### config.mk
export PLATFORM = sky130hd
export DESIGN_NAME = sram_wbuf_ctrl_flat
export DESIGN_NICKNAME = d
export VERILOG_FILES = /design/src/rtl/sram_wbuf_pkg.sv /design/src/rtl/sram_wbuf_ctrl_if.sv /design/src/rtl/sram_wbuf_fifo.sv /design/src/rtl/sram_wbuf_ctrl.sv /design/src/flat_wrapper.sv
export SDC_FILE = /design/constraint.sdc
export NUM_CORES = 2
export LEC_CHECK = 0
export CAP_MARGIN = 20
export CORE_AREA = 3 3 415 417
export DETAILED_ROUTE_END_ITERATION = 12
export DIE_AREA = 0 0 418 420
export PLACE_DENSITY = 0.53
export SLEW_MARGIN = 20
export SYNTH_ARGS = -nofsm -noshare
export SYNTH_HDL_FRONTEND = slang
export SYNTH_SLANG_ARGS = --single-unit
### constraint.sdc
create_clock -name clk -period 12.7 [get_ports clk]
set_input_delay 3.81 -clock clk [delete_from_list [all_inputs] [get_ports clk]]
set_output_delay 3.81 -clock clk [all_outputs]
set_load 0.02 [all_outputs]
### src/rtl/sram_wbuf_pkg.sv
`default_nettype none
// ============================================================================
// Module   : sram_wbuf_pkg
// Purpose  : Shared constants, write-buffer entry type and a lane-merge helper
//            for the SRAM write-buffer port controller.
// Contents : ADDR_W, DATA_W, MASK_W, LANE_W, WBUF_DEPTH, wbuf_entry_t,
//            lane_merge()
// Revision : 1.0 - initial release
// ============================================================================
package sram_wbuf_pkg;

    localparam int ADDR_W     = 5;
    localparam int DATA_W     = 256;
    localparam int MASK_W     = 8;
    localparam int LANE_W     = DATA_W / MASK_W;
    localparam int WBUF_DEPTH = 2;

    typedef struct packed {
        logic              valid;
        logic [ADDR_W-1:0] addr;
        logic [MASK_W-1:0] mask;
        logic [DATA_W-1:0] data;
    } wbuf_entry_t;

    // Per lane: take lane from a where sel is set, otherwise from b.
    function automatic logic [DATA_W-1:0] lane_merge(
        input logic [MASK_W-1:0] sel,
        input logic [DATA_W-1:0] a,
        input logic [DATA_W-1:0] b
    );
        logic [DATA_W-1:0] r;
        r = b;
        for (int l = 0; l < MASK_W; l++) begin
            if (sel[l]) begin
                r[l*LANE_W +: LANE_W] = a[l*LANE_W +: LANE_W];
            end
        end
        return r;
    endfunction

endpackage
`default_nettype wire

### src/rtl/sram_wbuf_ctrl_if.sv
`default_nettype none
// ============================================================================
// Module   : sram_wbuf_ctrl_if
// Purpose  : Request / response channel between a client and the SRAM port
//            controller.
// Ports    : req_valid/req_ready/req_write/req_addr/req_wmask/req_wdata
//            resp_valid/resp_ready/resp_data
//            master = client side, slave = controller side
// Revision : 1.0 - initial release
// ============================================================================
interface sram_wbuf_ctrl_if;
    import sram_wbuf_pkg::*;

    logic              req_valid;
    logic              req_ready;
    logic              req_write;
    logic [ADDR_W-1:0] req_addr;
    logic [MASK_W-1:0] req_wmask;
    logic [DATA_W-1:0] req_wdata;
    logic              resp_valid;
    logic              resp_ready;
    logic [DATA_W-1:0] resp_data;

    modport master (
        output req_valid, req_write, req_addr, req_wmask, req_wdata, resp_ready,
        input  req_ready, resp_valid, resp_data
    );

    modport slave (
        input  req_valid, req_write, req_addr, req_wmask, req_wdata, resp_ready,
        output req_ready, resp_valid, resp_data
    );

endinterface
`default_nettype wire

### src/rtl/sram_wbuf_fifo.sv
`default_nettype none
// ============================================================================
// Module   : sram_wbuf_fifo
// Purpose  : Two-entry coalescing write buffer with combinational read
//            forwarding lookup.
// Ports    : clk, rst_n            clock, async active-low reset
//            push_i/coalesce_i/pop_i  buffer operations (mutually consistent,
//                                  decided by the controller)
//            wr_addr_i/wr_mask_i/wr_data_i  incoming write
//            lk_addr_i             forwarding lookup address
//            full_o, one_o         occupancy flags
//            young_match_o         youngest valid entry matches wr_addr_i
//            head_o                oldest entry (next to drain)
//            fwd_mask_o/fwd_data_o lanes forwarded for lk_addr_i
// Revision : 1.0 - initial release
// ============================================================================
module sram_wbuf_fifo
    import sram_wbuf_pkg::*;
(
    input  logic              clk,
    input  logic              rst_n,
    input  logic              push_i,
    input  logic              coalesce_i,
    input  logic              pop_i,
    input  logic [ADDR_W-1:0] wr_addr_i,
    input  logic [MASK_W-1:0] wr_mask_i,
    input  logic [DATA_W-1:0] wr_data_i,
    input  logic [ADDR_W-1:0] lk_addr_i,
    output logic              full_o,
    output logic              one_o,
    output logic              young_match_o,
    output wbuf_entry_t       head_o,
    output logic [MASK_W-1:0] fwd_mask_o,
    output logic [DATA_W-1:0] fwd_data_o
);

    wbuf_entry_t ent_q [WBUF_DEPTH];
    wbuf_entry_t ent_d [WBUF_DEPTH];
    logic        head_q, head_d;
    logic [1:0]  count_q, count_d;
    logic        w_tail;
    logic        w_young;

    // Depth is two, so pointers are single bits: tail = head + count and
    // youngest = head + count - 1, both modulo 2.
    assign w_tail  = head_q ^ count_q[0];
    assign w_young = head_q ^ ~count_q[0];

    assign full_o        = (count_q == 2'd2);
    assign one_o         = (count_q == 2'd1);
    assign head_o        = ent_q[head_q];
    assign young_match_o = ent_q[w_young].valid && (ent_q[w_young].addr == wr_addr_i);

    always_comb begin
        ent_d   = ent_q;
        head_d  = head_q;
        if (pop_i) begin
            ent_d[head_q].valid = 1'b0;
            head_d              = ~head_q;
        end
        // When full, the tail slot equals the head slot being popped.
        if (push_i) begin
            ent_d[w_tail] = '{valid: 1'b1, addr: wr_addr_i, mask: wr_mask_i, data: wr_data_i};
        end
        if (coalesce_i) begin
            ent_d[w_young].mask = ent_q[w_young].mask | wr_mask_i;
            ent_d[w_young].data = lane_merge(wr_mask_i, wr_data_i, ent_q[w_young].data);
        end
        count_d = count_q + 2'(push_i) - 2'(pop_i);
    end

    // Walk oldest to youngest so the youngest matching entry wins per lane.
    always_comb begin
        fwd_mask_o = '0;
        fwd_data_o = '0;
        for (int i = 0; i < WBUF_DEPTH; i++) begin
            if (ent_q[head_q ^ 1'(i)].valid && (ent_q[head_q ^ 1'(i)].addr == lk_addr_i)) begin
                for (int l = 0; l < MASK_W; l++) begin
                    if (ent_q[head_q ^ 1'(i)].mask[l]) begin
                        fwd_mask_o[l]                     = 1'b1;
                        fwd_data_o[l*LANE_W +: LANE_W]    = ent_q[head_q ^ 1'(i)].data[l*LANE_W +: LANE_W];
                    end
                end
            end
        end
    end

    always_ff @(posedge clk or negedge rst_n) begin
        if (!rst_n) begin
            head_q  <= 1'b0;
            count_q <= '0;
            for (int i = 0; i < WBUF_DEPTH; i++) begin
                ent_q[i] <= '0;
            end
        end else begin
            head_q  <= head_d;
            count_q <= count_d;
            ent_q   <= ent_d;
        end
    end

endmodule
`default_nettype wire

### src/rtl/sram_wbuf_ctrl.sv
`default_nettype none
// ============================================================================
// Module   : sram_wbuf_ctrl
// Purpose  : Port controller for a 32x256 single-port masked SRAM. Parks
//            writes in a coalescing buffer, issues reads with priority,
//            forwards buffered bytes into read data, holds the response.
// Ports    : clk, rst_n      clock, async active-low reset
//            host            request/response channel (slave modport)
//            arr_en_o, arr_wmode_o, arr_addr_o, arr_wmask_o, arr_wdata_o
//                            array RW0 command (combinational)
//            arr_rdata_i     array read data, valid the cycle after a read
// Revision : 1.0 - initial release
// ============================================================================
module sram_wbuf_ctrl
    import sram_wbuf_pkg::*;
(
    input  logic              clk,
    input  logic              rst_n,
    sram_wbuf_ctrl_if.slave   host,
    output logic              arr_en_o,
    output logic              arr_wmode_o,
    output logic [ADDR_W-1:0] arr_addr_o,
    output logic [MASK_W-1:0] arr_wmask_o,
    output logic [DATA_W-1:0] arr_wdata_o,
    input  logic [DATA_W-1:0] arr_rdata_i
);

    logic              w_full, w_one, w_young_match;
    wbuf_entry_t       w_head;
    logic [MASK_W-1:0] w_fwd_mask;
    logic [DATA_W-1:0] w_fwd_data;
    logic              w_is_wr, w_rd_ready, w_rd_issue, w_drain;
    logic              w_young_draining, w_wr_ready, w_wr_acc, w_coalesce, w_push;

    logic              rd_inflight_q, rd_inflight_d;
    logic [MASK_W-1:0] fwd_mask_q, fwd_mask_d;
    logic [DATA_W-1:0] fwd_data_q, fwd_data_d;
    logic              resp_valid_q, resp_valid_d;
    logic [DATA_W-1:0] resp_data_q, resp_data_d;

    // Reset gates the combinational outputs so they go idle immediately.
    assign w_is_wr    = host.req_valid && host.req_write;
    assign w_rd_ready = rst_n && !rd_inflight_q && (!resp_valid_q || host.resp_ready) && !w_full;
    assign w_rd_issue = host.req_valid && !host.req_write && w_rd_ready;

    // Drains use array cycles not taken by a read; they are deferred while
    // writes stream in (so back-to-back writes can coalesce) unless the
    // buffer is full, in which case the head is forced out.
    assign w_drain = rst_n && w_head.valid && !w_rd_issue && (w_full || !w_is_wr);

    // With one entry the youngest is also the head, so it cannot coalesce
    // while draining.
    assign w_young_draining = w_drain && w_one;
    assign w_wr_ready = rst_n && (!w_full || (w_young_match && !w_young_draining) || w_drain);
    assign w_wr_acc   = w_is_wr && w_wr_ready;
    assign w_coalesce = w_wr_acc && w_young_match && !w_young_draining;
    assign w_push     = w_wr_acc && !w_coalesce;

    assign host.req_ready  = host.req_write ? w_wr_ready : w_rd_ready;
    assign host.resp_valid = resp_valid_q;
    assign host.resp_data  = resp_data_q;

    sram_wbuf_fifo u_fifo (
        .clk           (clk),
        .rst_n         (rst_n),
        .push_i        (w_push),
        .coalesce_i    (w_coalesce),
        .pop_i         (w_drain),
        .wr_addr_i     (host.req_addr),
        .wr_mask_i     (host.req_wmask),
        .wr_data_i     (host.req_wdata),
        .lk_addr_i     (host.req_addr),
        .full_o        (w_full),
        .one_o         (w_one),
        .young_match_o (w_young_match),
        .head_o        (w_head),
        .fwd_mask_o    (w_fwd_mask),
        .fwd_data_o    (w_fwd_data)
    );

    always_comb begin
        arr_en_o    = 1'b0;
        arr_wmode_o = 1'b0;
        arr_addr_o  = '0;
        arr_wmask_o = '0;
        arr_wdata_o = '0;
        if (w_rd_issue) begin
            arr_en_o   = 1'b1;
            arr_addr_o = host.req_addr;
        end else if (w_drain) begin
            arr_en_o    = 1'b1;
            arr_wmode_o = 1'b1;
            arr_addr_o  = w_head.addr;
            arr_wmask_o = w_head.mask;
            arr_wdata_o = w_head.data;
        end
    end

    always_comb begin
        rd_inflight_d = w_rd_issue;
        fwd_mask_d    = fwd_mask_q;
        fwd_data_d    = fwd_data_q;
        resp_valid_d  = resp_valid_q;
        resp_data_d   = resp_data_q;
        // Forwarding snapshot is taken at issue, so later writes never leak in.
        if (w_rd_issue) begin
            fwd_mask_d = w_fwd_mask;
            fwd_data_d = w_fwd_data;
        end
        // Issue requires the response slot free (or freeing), so capture
        // never overwrites a held response.
        if (rd_inflight_q) begin
            resp_valid_d = 1'b1;
            resp_data_d  = lane_merge(fwd_mask_q, fwd_data_q, arr_rdata_i);
        end else if (resp_valid_q && host.resp_ready) begin
            resp_valid_d = 1'b0;
        end
    end

    always_ff @(posedge clk or negedge rst_n) begin
        if (!rst_n) begin
            rd_inflight_q <= 1'b0;
            fwd_mask_q    <= '0;
            fwd_data_q    <= '0;
            resp_valid_q  <= 1'b0;
            resp_data_q   <= '0;
        end else begin
            rd_inflight_q <= rd_inflight_d;
            fwd_mask_q    <= fwd_mask_d;
            fwd_data_q    <= fwd_data_d;
            resp_valid_q  <= resp_valid_d;
            resp_data_q   <= resp_data_d;
        end
    end

endmodule
`default_nettype wire

### src/flat_wrapper.sv
// flat-port wrapper written by rule: the top's interface ports become plain ports
module sram_wbuf_ctrl_flat import sram_wbuf_pkg::*;
  (clk, rst_n, arr_en_o, arr_wmode_o, arr_addr_o, arr_wmask_o, arr_wdata_o, arr_rdata_i, host_req_valid, host_req_write, host_req_addr, host_req_wmask, host_req_wdata, host_resp_ready, host_req_ready, host_resp_valid, host_resp_data);
  sram_wbuf_ctrl_if host_i ();
  input  logic clk;
  input  logic rst_n;
  output logic arr_en_o;
  output logic arr_wmode_o;
  output logic [ADDR_W-1:0] arr_addr_o;
  output logic [MASK_W-1:0] arr_wmask_o;
  output logic [DATA_W-1:0] arr_wdata_o;
  input  logic [DATA_W-1:0] arr_rdata_i;
  input wire logic [$bits(host_i.req_valid)-1:0] host_req_valid;
  input wire logic [$bits(host_i.req_write)-1:0] host_req_write;
  input wire logic [$bits(host_i.req_addr)-1:0] host_req_addr;
  input wire logic [$bits(host_i.req_wmask)-1:0] host_req_wmask;
  input wire logic [$bits(host_i.req_wdata)-1:0] host_req_wdata;
  input wire logic [$bits(host_i.resp_ready)-1:0] host_resp_ready;
  output wire logic [$bits(host_i.req_ready)-1:0] host_req_ready;
  output wire logic [$bits(host_i.resp_valid)-1:0] host_resp_valid;
  output wire logic [$bits(host_i.resp_data)-1:0] host_resp_data;
  assign host_i.req_valid = host_req_valid;
  assign host_i.req_write = host_req_write;
  assign host_i.req_addr = host_req_addr;
  assign host_i.req_wmask = host_req_wmask;
  assign host_i.req_wdata = host_req_wdata;
  assign host_i.resp_ready = host_resp_ready;
  assign host_req_ready = host_i.req_ready;
  assign host_resp_valid = host_i.resp_valid;
  assign host_resp_data = host_i.resp_data;
  sram_wbuf_ctrl u_core (.clk(clk), .rst_n(rst_n), .host(host_i), .arr_en_o(arr_en_o), .arr_wmode_o(arr_wmode_o), .arr_addr_o(arr_addr_o), .arr_wmask_o(arr_wmask_o), .arr_wdata_o(arr_wdata_o), .arr_rdata_i(arr_rdata_i));
endmodule
# Word level (Yosys, flattened, before mapping)
# Cells that the tools add are included.
# op_classes
n_lt_le_gt_ge,7
mux,96
n_eq_ne,5
addsub,2
n_bitwise,9
n_reduce_logical,36
# op_table
op,count
270-bit 2-to-1 mux,11
540-bit bitwise mux,4
540-bit 2-to-1 mux,3
256-bit 2-to-1 mux,5
32-bit 2-to-1 mux,40
270-bit demux with 1-bit select,4
264-bit 2-to-1 mux,1
8-bit 2-to-1 mux,4
1-bit logical AND,23
1-bit 2-to-1 mux,22
5-bit == test,3
5-bit 2-to-1 mux,2
"2-bit greater-or-equal comparator, second input constant",4
1-bit zero test,8
1-bit inverter with 2-bit output,4
8-bit bitwise OR,1
"2-bit by 1-bit < comparator with 1-bit output, second input constant",3
1-bit logical OR,4
2-bit by 1-bit adder with 2-bit output,1
"2-bit by 1-bit == test with 1-bit output, second input constant",1
"2-bit == test, second input constant",1
1-bit inverter,2
2-bit nonzero test,1
2-bit by 1-bit subtractor with 2-bit output,1
1-bit XOR,2
# word_totals
register_bits,1065
out_inout_bits,529
in_bits,530
wordCells,170

# Depth between registers and ports, before layout
# logic_depth
depth_word,23
ltp_mapped,13
mapped_depth_nobuf,10

# Hierarchy
# From an unflattened synthesis, not the netlist that was laid out.
# hier_totals
cells_unflattened,5575
area_unflattened_um2,58761.4
# modules_own_cells
module,instances,area_each_um2,cells_per_inst
sram_wbuf_fifo,1,33814.9,3532
sram_wbuf_ctrl,1,24946.4,2043

# Worst setup path before layout
# OpenSTA, ideal clock, no wires.
# synth_path
path_type,input -> output
start,in host_req_addr[3]
end,out host_req_ready
path_buffers,4
cell_stages,10
arrival_ns,5.705
t_required_ns,8.890
path_slack_ns,3.185
path_cell_list,clkbuf_1 xnor2_1 o2111ai_1 a32oi_1 and4_1 buf_2 clkbuf_1 clkbuf_1 o211ai_1 nand2_1
# synth_between
elab_chain_cells,7
# synth_lines
element,line_no,text
start: declaration,flat_wrapper.sv:15,input wire logic [$bits(host_i.req_addr)-1:0] host_req_addr;
5-bit == test,sram_wbuf_fifo.sv:52,assign young_match_o = ent_q[w_young].valid && (ent_q[w_young].addr == wr_addr_i);
1-bit logical AND,sram_wbuf_fifo.sv:52,
1-bit logical AND,sram_wbuf_ctrl.sv:54,assign w_wr_ready = rst_n && (!w_full || (w_young_match && !w_young_draining) || w_drain);
1-bit logical OR (2 in a row),sram_wbuf_ctrl.sv:54,
1-bit logical AND,sram_wbuf_ctrl.sv:54,
1-bit 2-to-1 mux,sram_wbuf_ctrl.sv:59,assign host.req_ready = host.req_write ? w_wr_ready : w_rd_ready;
end: declaration,flat_wrapper.sv:19,output wire logic [$bits(host_i.req_ready)-1:0] host_req_ready;
# No other way between the ends.

# Final worst setup path
# layout_path
start,in host_resp_ready
end,out arr_addr_o[3]
# layout_between
elab_chain_cells,9
# layout_lines
element,line_no,text
start: declaration,flat_wrapper.sv:18,input wire logic [$bits(host_i.resp_ready)-1:0] host_resp_ready;
1-bit logical OR (*),sram_wbuf_ctrl.sv:43,assign w_rd_ready = rst_n && !rd_inflight_q && (!resp_valid_q || host.resp_ready) && !w_full;
1-bit logical AND (*) (2 in a row),sram_wbuf_ctrl.sv:43,
1-bit logical AND (*),sram_wbuf_ctrl.sv:44,assign w_rd_issue = host.req_valid && !host.req_write && w_rd_ready;
1-bit zero test,sram_wbuf_ctrl.sv:49,assign w_drain = rst_n && w_head.valid && !w_rd_issue && (w_full || !w_is_wr);
1-bit logical AND (2 in a row),sram_wbuf_ctrl.sv:49,
5-bit 2-to-1 mux,sram_wbuf_ctrl.sv:90,end else if (w_drain) begin
5-bit 2-to-1 mux (*),sram_wbuf_ctrl.sv:87,if (w_rd_issue) begin
end: declaration,flat_wrapper.sv:9,output logic [ADDR_W-1:0] arr_addr_o;
# Mark *: on every way between the ends. The rest lies on a longest branch, timed or not.

==> results by group <==
Clock tree
  • Clk slew on worst S/H paths: 0.06 ns
  • TritonCTS clock tree: done
  • Number of hold buffers added after CTS: 0
  • H-tree depth: 4
  • Num CTS Buffers: about 130
  • Post-CTS Setup Inserts: 0
  • Clock tree buffer depth: 3
  • Clk sinks: 1,065
  • Clk_lat worst skew: between 0.7 and 0.8 ns
  • Gates resized, CTS repair: 0
  • CTS Root Cell: clkbuf_16

Cells and area
  • Final Util: around 44%
  • Final Cell Area: approximately 74,000 µm²
  • Final nets: 7,204
  • Area delta synth->final: 28.8%
  • Layout cells sized above 1: approximately 14%

Route
  • Via Count: approximately 53,000
  • Routed vias/inst: 5.87
  • Final WL: around 250 mm
  • Detail Route Antenna Nets: 0
  • 1st-iter DRT viols: 4,768
  • Drt first pass iters: 6
  • # DRC: 0
  • WL per Instance: ~28 µm

Synthesis
  • Post-synth top area cell: dfrtp_1
  • Top_reg_cell synth: dfrtp_1
  • Asr flop ratio synth: between 90% and 100%
  • Largest cells by area after synthesis: dfrtp_1, mux2i_1, a21oi_1, o221a_2, mux2_2
  • Yosys warns: 0
  • Cell count after synthesis: 5,981
  • Syn Nets: around 6,500
  • Yosys reg bits: 1,065
  • Synth cell types: 45
  • Synth Area per Inst: approximately 9.6 µm²
  • Post-synth EDFFs: 0
  • Sequential area share after synthesis: between 40% and 50%
  • Mapped Area: 57,700 µm²
  • Top-area cell type share of the netlist area: a little under half

Timing
  • Min cycle time layout: ~11 ns
  • Setup total negative slack: 0 ns
  • Post-Route Skew: approximately 0.027 ns
  • Max Fclk: 92.2 MHz
  • RSZ-0062 raised after global routing: no
  • Slew headroom: under 10%
  • Tcrit/Tclk final: 85.4%
  • Final Max Tran Viols: 0
  • Worst slew pin tran: 1.38 ns
  • Final setup vio count: 0
  • Final count of hold timing violations: 0

Power and ir drop
  • Worst VDD drop: between 200 and 250 µV
  • Int Pwr: about 0.011 W
  • Cell Pwr Density: about 270 nW/µm²
  • Switching share of power: a little over two fifths
  • Overall power: 0.0197 W
  • Combinational Power Share: about half
  • Sequential Power Share: between 30% and 40%
  • Leakage: 29.8 nW
  • Power share of the clock group: 19.8%
  • Net switching power: 0.00851 W

Hold path
  • Min-Delay Path Depth: 2
  • Hold_sp: u_core.fwd_data_q[1]
  • Hold Path End: u_core.fwd_data_q[1]
  • Worst min-delay path class: reg2reg

Placed design
  • Gpl congestion: between 0.8 and 0.9
  • # port buffers: 1,058
  • Placed Area: about 70,000 µm²
  • DP Wirelength: approximately 160 mm

Floorplan
  • Num rows: 151
  • Die Span X: between 400 and 500 µm
  • Die Area: 176,000 µm²
  • Core Footprint: between 150,000 and 200,000 µm²
  • Initial Util: 34.1%
  • I/O pin count: approximately 1,100
  • DIE HEIGHT: ~420 µm

Critical path
  • CP Data Required Time: 8.89 ns
  • CP peak stage delay: 0.68 ns
  • Reg2reg path depth: 8
  • Worst r2r dst: u_core.u_fifo.ent_q[252]
  • Crit path launch type: input port
  • Crit-path slowest cell: buf_6
  • R2r setup slk: between 7 and 8 ns
  • Worst-path fanout max: around 160
  • RR Startpoint: u_core.u_fifo.head_q
  • Critical path arrival: 7.04 ns
  • Worst setup EP type: output port
  • Worst path cell trace: clkdlybuf4s50_1, inv_1, a21oi_1, a21oi_1, o21ai_4, buf_12, buf_6, o21ai_0, clkdlybuf4s50_1
  • Crit Path Class: in2out
  • Critical path startpoint: host_resp_ready

Global routing
  • Antenna violations before repair: 73
  • First-pass GRT wire length: around 360 mm
  • Total grt overflow: 0
  • Tot GR Track Use: approximately 27%
  • Vias in the first global route: 50,846
  • Pin count of the biggest net entering global routing: 201

Outcome
  • Outcome: finished, final reports clean

Run
  • Max-cap violations: 0
## worst max-delay path by stage
stage	to	slack, ns	depth (start not counted)
final	arr_addr_o[3]	1.85	9
after global routing	arr_addr_o[4]	1.51	9
after CTS	arr_addr_o[4]	1.48	9
after detailed placement	arr_addr_o[4]	1.48	9
after global placement	arr_addr_o[3]	1.63	9
after floorplan	host_req_ready	3.19	10
## stage by stage
step           hold slack, ns  cells  setup slack [ns]
2_1_floorplan           0.484   5981              3.19
3_3_place_gp            0.501   8754              1.63
3_5_place_dp            0.509   8754              1.48
4_1_cts                 0.522   8992              1.48
5_1_grt                 0.533   9039              1.51
6_report                0.516   9055              1.85
## flip-flops by register name, indices dropped and copies added, names as in the netlist, named ones only
register,cells
u_core.u_fifo.ent_q,530
u_core.fwd_data_q,256
u_core.rd_inflight_q,1
u_core.u_fifo.head_q,1
u_core.host.resp_valid,1
u_core.u_fifo.count_q,2
u_core.host.resp_data,256
u_core.fwd_mask_q,8
## cell families after synthesis
| group | after synthesis | share of synthesized area (%) |
|---|---|---|
| compound gates | 1838 | 22.5 |
| xor+xnor | 23 | 0.362 |
| fa+ha+maj | 2 | 0.0434 |
| buf+inv | 623 | 4.35 |
| flops | 1065 | 46.2 |
| mux | 810 | 14.7 |
| simple gates | 1620 | 11.9 |
## Yosys cell counts (2+ instances only)
| library cell | instances |
|---|---|
| dfrtp_1 | 1065 |
| a21oi_1 | 772 |
| nand2_1 | 536 |
| mux2i_1 | 524 |
| nor2_1 | 524 |
| clkbuf_1 | 442 |
| nand3_1 | 385 |
| o221a_2 | 312 |
| mux2_2 | 282 |
| o21ai_0 | 264 |
| a22oi_1 | 256 |
| nor3_1 | 141 |
| a221o_1 | 140 |
| buf_2 | 108 |
| o221a_1 | 60 |
| buf_1 | 52 |
| a22o_1 | 16 |
| xor2_1 | 13 |
| inv_1 | 12 |
| nand4_1 | 10 |
| a31oi_1 | 9 |
| xnor2_1 | 9 |
| and2_1 | 8 |
| nor4b_1 | 8 |
| buf_4 | 7 |
| and4_1 | 2 |
| ha_1 | 2 |
| nand2b_1 | 2 |
| o2111ai_1 | 2 |
| o211ai_1 | 2 |
| or2_2 | 2 |
## final cells by class
class	instances	area, µm²
antenna	63	158
clock inverter	28	285
timing repair buffer	1165	11500
multi-input combinational	4293	28700
sequential	1065	26700
tap	2218	2780
fill	16095	94800
clock buffer	210	4140
inverter	13	48.8
## power groups by stage
stage	registers, W	logic, W	clock network (W)
6_report	0.00598	0.00982	0.00390
5_1_grt	0.00615	0.0105	0.00411
4_1_cts	0.00593	0.00984	0.00397
3_5_place_dp	0.00596	0.00981	0
3_3_place_gp	0.00594	0.00972	0
2_1_floorplan	0.00609	0.00579	0
## per-layer routing
| layer | global-route usage [%] | up-vias | wire length, µm |
|---|---|---|---|
| li1 | - | 23693 | - |
| met1 | 35.5 | 27031 | 105000 |
| met2 | 43.5 | 2085 | 119000 |
| met4 | 12.7 | 22 | 10300 |
| met3 | 5.08 | 337 | 15800 |
| met5 | 0 | - | 152 |
## cells in the final DEF, fill, tap and decap left out, drive strengths merged, types with 3 or more instances in the layout
cell type / instances
nand3: 385
o21ai: 265
clkdlybuf4s50: 1049
clkinv: 20
clkbuf: 210
a22o: 16
dfrtp: 1065
nand2: 536
o221a: 372
bufinv: 3
a31oi: 9
nor2: 524
a221o: 140
inv: 17
nor4b: 8
xor2: 14
a21oi: 772
buf: 116
mux2: 284
nand4: 10
mux2i: 526
diode: 63
xnor2: 9
nor3: 141
a22oi: 256
and2: 8
## critical path, delay by kind of cell
kind,cells,cell delay [ns]
compound gates,4,0.93
buf+inv,5,2.20
No activity file was read; power rests on OpenSTA's default activity.
